==> src/rtl/ff_pkg.sv <==
// Shared types and Q16.16 constants for the Forward-Forward goodness path.
package ff_pkg;
    localparam int          Q_FRAC_BITS   = 16;
    localparam logic [31:0] Q_THR_DEFAULT = 32'h0002_0000;

    typedef enum logic [2:0] {IDLE, SETUP, START, WAIT, REPORT} sched_state_t;
endpackage

==> src/rtl/rr_arbiter.sv <==
// Combinational round-robin search: first set request at or after ptr, wrapping.
module rr_arbiter #(
    parameter int NUM_LAYERS = 4,
    localparam int LW = $clog2(NUM_LAYERS)
) (
    input  logic [NUM_LAYERS-1:0] req,
    input  logic [LW-1:0]         ptr,
    output logic [LW-1:0]         idx,
    output logic                  valid
);
    logic [LW:0]   sum;
    logic [LW-1:0] cand;

    // Scan from the farthest offset down so the nearest hit is written last.
    always_comb begin
        idx   = '0;
        valid = 1'b0;
        sum   = '0;
        cand  = '0;
        for (int i = NUM_LAYERS - 1; i >= 0; i--) begin
            sum = {1'b0, ptr} + (LW+1)'(i);
            if (sum >= (LW+1)'(NUM_LAYERS))
                sum = sum - (LW+1)'(NUM_LAYERS);
            cand = sum[LW-1:0];
            if (req[cand]) begin
                idx   = cand;
                valid = 1'b1;
            end
        end
    end
endmodule

==> src/rtl/goodness_scheduler.sv <==
// Shares one goodness_calc between layer requesters: round-robin grant, start,
// wait for done (with watchdog), threshold compare and one-cycle ack.
module goodness_scheduler
    import ff_pkg::*;
#(
    parameter int NUM_LAYERS  = 4,
    parameter int NUM_NEURONS = 256,
    parameter int DATA_WIDTH  = 32,
    parameter int TIMEOUT     = NUM_NEURONS + 16,
    localparam int LW = $clog2(NUM_LAYERS)
) (
    input  logic                  clk,
    input  logic                  rst_n,
    input  logic [NUM_LAYERS-1:0] req,
    input  logic [NUM_LAYERS-1:0] is_pos,
    input  logic [DATA_WIDTH-1:0] thr,
    output logic [NUM_LAYERS-1:0] ack,
    output logic [DATA_WIDTH-1:0] res_goodness,
    output logic                  res_above,
    output logic                  res_pos,
    output logic [LW-1:0]         res_layer,
    output logic                  res_err,
    output logic                  err_sticky,
    input  logic                  clr_err,
    output logic [LW-1:0]         sel,
    output logic                  gc_start,
    input  logic                  gc_done,
    input  logic [DATA_WIDTH-1:0] gc_goodness,
    output logic                  busy
);
    localparam int CW = $clog2(TIMEOUT + 1);

    sched_state_t          state;
    logic [LW-1:0]         ptr;
    logic [DATA_WIDTH-1:0] thr_q;
    logic                  pos_q;
    logic [CW-1:0]         cnt;
    logic [LW-1:0]         arb_idx;
    logic                  arb_valid;
    logic                  timeout_hit;
    logic [NUM_LAYERS-1:0] sel_onehot;

    rr_arbiter #(.NUM_LAYERS(NUM_LAYERS)) u_arb (
        .req   (req),
        .ptr   (ptr),
        .idx   (arb_idx),
        .valid (arb_valid)
    );

    assign timeout_hit = (cnt == CW'(TIMEOUT - 1));
    assign busy        = (state != IDLE);

    always_comb begin
        sel_onehot      = '0;
        sel_onehot[sel] = 1'b1;
    end

    always_ff @(posedge clk or negedge rst_n) begin
        if (!rst_n) begin
            state        <= IDLE;
            ptr          <= '0;
            thr_q        <= '0;
            pos_q        <= 1'b0;
            cnt          <= '0;
            sel          <= '0;
            gc_start     <= 1'b0;
            ack          <= '0;
            res_goodness <= '0;
            res_above    <= 1'b0;
            res_pos      <= 1'b0;
            res_layer    <= '0;
            res_err      <= 1'b0;
            err_sticky   <= 1'b0;
        end else begin
            ack      <= '0;
            gc_start <= 1'b0;
            // A timeout later in this block overrides the clear.
            if (clr_err)
                err_sticky <= 1'b0;
            case (state)
                IDLE: if (arb_valid) begin
                    sel   <= arb_idx;
                    pos_q <= is_pos[arb_idx];
                    thr_q <= thr;
                    state <= SETUP;
                end
                SETUP: begin
                    gc_start <= 1'b1;
                    state    <= START;
                end
                START: begin
                    cnt   <= '0;
                    state <= WAIT;
                end
                WAIT: begin
                    cnt <= cnt + CW'(1);
                    if (gc_done) begin
                        res_goodness <= gc_goodness;
                        res_above    <= $signed(gc_goodness) > $signed(thr_q);
                        res_err      <= 1'b0;
                    end else if (timeout_hit) begin
                        res_goodness <= '0;
                        res_above    <= 1'b0;
                        res_err      <= 1'b1;
                        err_sticky   <= 1'b1;
                    end
                    if (gc_done || timeout_hit) begin
                        res_pos   <= pos_q;
                        res_layer <= sel;
                        ack       <= sel_onehot;
                        state     <= REPORT;
                    end
                end
                REPORT: begin
                    ptr   <= (sel == LW'(NUM_LAYERS - 1)) ? '0 : sel + LW'(1);
                    state <= IDLE;
                end
                default: state <= IDLE;
            endcase
        end
    end
endmodule

==> config.mk <==
export PLATFORM = sky130hd
export DESIGN_NAME = goodness_scheduler
export DESIGN_NICKNAME = d
export VERILOG_FILES = /design/src/rtl/ff_pkg.sv /design/src/rtl/rr_arbiter.sv /design/src/rtl/goodness_scheduler.sv
export SDC_FILE = /design/constraint.sdc
export NUM_CORES = 1
export LEC_CHECK = 0
export BUFFER_PORTS_ARGS = -buffer_cell sky130_fd_sc_hd__clkbuf_2
export CELL_PAD_IN_SITES_DETAIL_PLACEMENT = 1
export CELL_PAD_IN_SITES_GLOBAL_PLACEMENT = 1
export CORE_ASPECT_RATIO = 1.25
export CORE_MARGIN = 5
export CORE_UTILIZATION = 40
export CTS_BUF_LIST = sky130_fd_sc_hd__clkbuf_4 sky130_fd_sc_hd__clkbuf_8 sky130_fd_sc_hd__clkbuf_16
export CTS_CLUSTER_DIAMETER = 60
export DETAILED_ROUTE_END_ITERATION = 10
export HOLD_SLACK_MARGIN = 0.02
export PLACE_DENSITY = 0.91
export SLEW_MARGIN = 15
export SYNTH_ARGS = -nofsm -noshare
export SYNTH_HDL_FRONTEND = slang
export SYNTH_HIERARCHICAL = 1
export SYNTH_SLANG_ARGS = --single-unit
==> constraint.sdc <==
create_clock -name clk -period 2.65 [get_ports clk]
set_input_delay 0.3975 -clock clk [delete_from_list [all_inputs] [get_ports clk]]
set_output_delay 0.3975 -clock clk [all_outputs]
set_load 0.05 [all_outputs]
==> impl_metrics.tcl <==
set metrics [dict create \
    status "complete, no violations" \
    crit_arrival_ps 2310 \
    grt_max_degree 51 \
    yosysTopAreaCell "dfrtp_1" \
    seq_area_sq_um 2300 \
    cp_max_fo 25 \
    layout.nets 658 \
    track_usage 0.190 \
    firstDrtPassIters 4 \
    drt_iter0_drc 126 \
    postCtsHoldBufs 0 \
    synth-seq-cells 92 \
    start_kind "register" \
    synth_ff_type "dfrtp_1" \
    coreArea_sq_um 10700 \
    rsz0062_at_grt "no" \
    drv_cap 0 \
    clk_latency_ps 340 \
    drtAntennaViolNets 0 \
    fmax_mhz 476 \
    synthTopCellsByCount "dfrtp_1, nand2_1, o21ai_0" \
    n_fill_cell 1222 \
    switching_share 0.448 \
    p_clk_frac 0.196 \
    worstMarginPinSlew_ps 634 \
    area_growth_pct 24.8 \
    p_per_area_nw_per_um2 1290 \
    fin_setup_tns_ps 0 \
    met3_usage 0.0399 \
    clock-sinks 92 \
    period_share 0.792 \
    synth_top_area_frac 0.523 \
    synth.most_common_cell "dfrtp_1" \
    dp_slack_ps 385 \
    gp_congestion 0.796 \
    p_sw_w 0.00319 \
    synth_area_sq_um 4400 \
    grt.busiest_layer "met2" \
    drv_slew 0 \
    period_needed_ps 2100 \
    cts_resized 0 \
    drc 0 \
    clock_path_buffers 2 \
    clk_pin_slew_worst_paths_ps 70 \
    synth_edf_count 0 \
    finish.instance_area_sq_um 5500 \
    dp.cells 666 \
    multiInputGateArea_sq_um 1880 \
    grt_antenna_before_repair 0 \
    cts_tree "yes" \
    final_hold_viol_count 0 \
    fin_cells 682 \
    design_power_total_w 0.00711 \
    synth_nets 535 \
    h-tree-depth 3 \
    worstSetupPathType "reg2reg" \
    p_seq_frac 0.334 \
    grt_pass1_wl_microns 20400 \
    synth.top_cells.by_area "dfrtp_1, ha_1, a22o_1" \
    met2_usage 0.340 \
    regToRegSetupSlack_ps 550 \
    cts_made_buffers 9 \
    netlist_instances 422 \
    placed_cell_area_sq_um 5170 \
    internal-power_w 0.00392 \
    fin_ws_ps 551 \
    first_global_vias 4162 \
    finalClockSkew_ps 5.87 \
    antenna_cells 0 \
    io_pins 122 \
    r2r_cells 8 \
    slew_headroom 0.577 \
    syn_avg_cell_area_sq_um 10.4 \
    async_reset_ff_frac 1.00 \
    die_area_sq_um 13200 \
    finalWirelength_microns 12400 \
    synth_warnings 6 \
    drive_above_1_share 0.280 \
    cts_setup_buffers 0 \
    die_width_microns 104 \
    post_drt_wl_per_cell_microns 18.1 \
    initial_utilization 0.413 \
    cp-end-kind "register" \
    met1_usage 0.219 \
    synthDistinctLibCells 42 \
    io_buffers 121 \
    r2r-start "cnt[0]$_DFFE_PN0P_" \
    required_ps 2860 \
    total_leakage_power_nw 2.79 \
    r2r_end "res_above$_DFFE_PN0P_" \
    viasPerCell 5.43 \
    hp-class "in2async" \
    via_count 3702 \
    root_buffer "clkbuf_16" \
    ys_seq_area_frac 0.523 \
    die_h_microns 127 \
    setup_viol_count_final 0 \
    ir_drop_mv 0.530 \
    power_frac_comb 0.469 \
    core.rowCount 42 \
    gr-total-overflow 0 \
    hpwl_microns 9560 \
]
==> flip-flops by register name, indices dropped and copies added (netlist names), 2 cells and up <==
register and cells:
thr_q 32, res_layer 2, res_goodness 32, ptr 2
cnt 9, sel 2, ack 4, state 3
==> worst max-delay path, stage by stage (launching register included) <==
cell,delay [ps]
dfrtp_1,420
ha_1,240
nand3_2,120
and4bb_1,320
nor2_1,60
or2_1,260
buf_4,240
a22oi_1,210
nand3_1,90
==> worst max path at each step <==
stage          depth (start not counted)                      endpoint          startpoint
2_1_floorplan                          8  res_goodness[10]$_DFFE_PN0P_  cnt[0]$_DFFE_PN0P_
3_3_place_gp                           8         res_above$_DFFE_PN0P_     gc_goodness[31]
3_5_place_dp                           8         res_above$_DFFE_PN0P_     gc_goodness[31]
4_1_cts                                8         res_above$_DFFE_PN0P_  cnt[1]$_DFFE_PN0P_
5_1_grt                                8         res_above$_DFFE_PN0P_  cnt[1]$_DFFE_PN0P_
6_report                               8         res_above$_DFFE_PN0P_  cnt[0]$_DFFE_PN0P_
==> stage by stage <==
step | utilization | hold slack [ps]
final | 0.515 | 89.9
after global routing | 0.515 | 141
after CTS | 0.515 | 104
after detailed placement | 0.485 | 465
after global placement | 0.485 | 448
after floorplan | - | 102
==> logic make-up (layout without fill, tap and decap cells) <==
| family | Yosys count | after routing | share of synthesized area |
|---|---|---|---|
| compound gates | 117 | 117 | 0.177 |
| fa+ha+maj | 37 | 37 | 0.105 |
| buf+inv | 54 | 182 | 0.0506 |
| flops | 92 | 92 | 0.523 |
| mux | 7 | 7 | 0.0199 |
| simple gates | 115 | 115 | 0.125 |
==> cell usage in the layout, fill, tap and decap left out, types with 8 or more instances in the layout <==
cell,instances
nand4_1,9
nor2_1,11
nand3_1,9
nand2_1,57
o21ai_0,43
inv_1,36
a21oi_1,17
clkbuf_2,120
clkbuf_16,9
ha_1,37
a22o_1,37
buf_4,8
dfrtp_1,92
==> power by group through the flow <==
stage / Combinational, W / Sequential, W / Clock [W]
after floorplan: 0.00149 / 0.00324 / 0
after global placement: 0.00316 / 0.00234 / 0
after detailed placement: 0.00334 / 0.00239 / 0
after CTS: 0.00338 / 0.00238 / 0.00142
after global routing: 0.00362 / 0.00244 / 0.00150
final: 0.00334 / 0.00238 / 0.00140
==> final cells by class <==
cell class / count / share of cell area
Clock inverter: 4 / 0.0132
Clock buffer: 12 / 0.0462
Tap cell: 132 / 0.0301
Multi-Input combinational cell: 276 / 0.342
Sequential cell: 92 / 0.419
Inverter: 37 / 0.0253
Timing Repair Buffer: 129 / 0.124
==> routing by layer <==
metal,wire length [microns],share of wire
met1,4960,0.40
met2,6470,0.52
met3,519,0.042
met4,402,0.033
met5,0,0
Power figures use the tool's default switching activity.
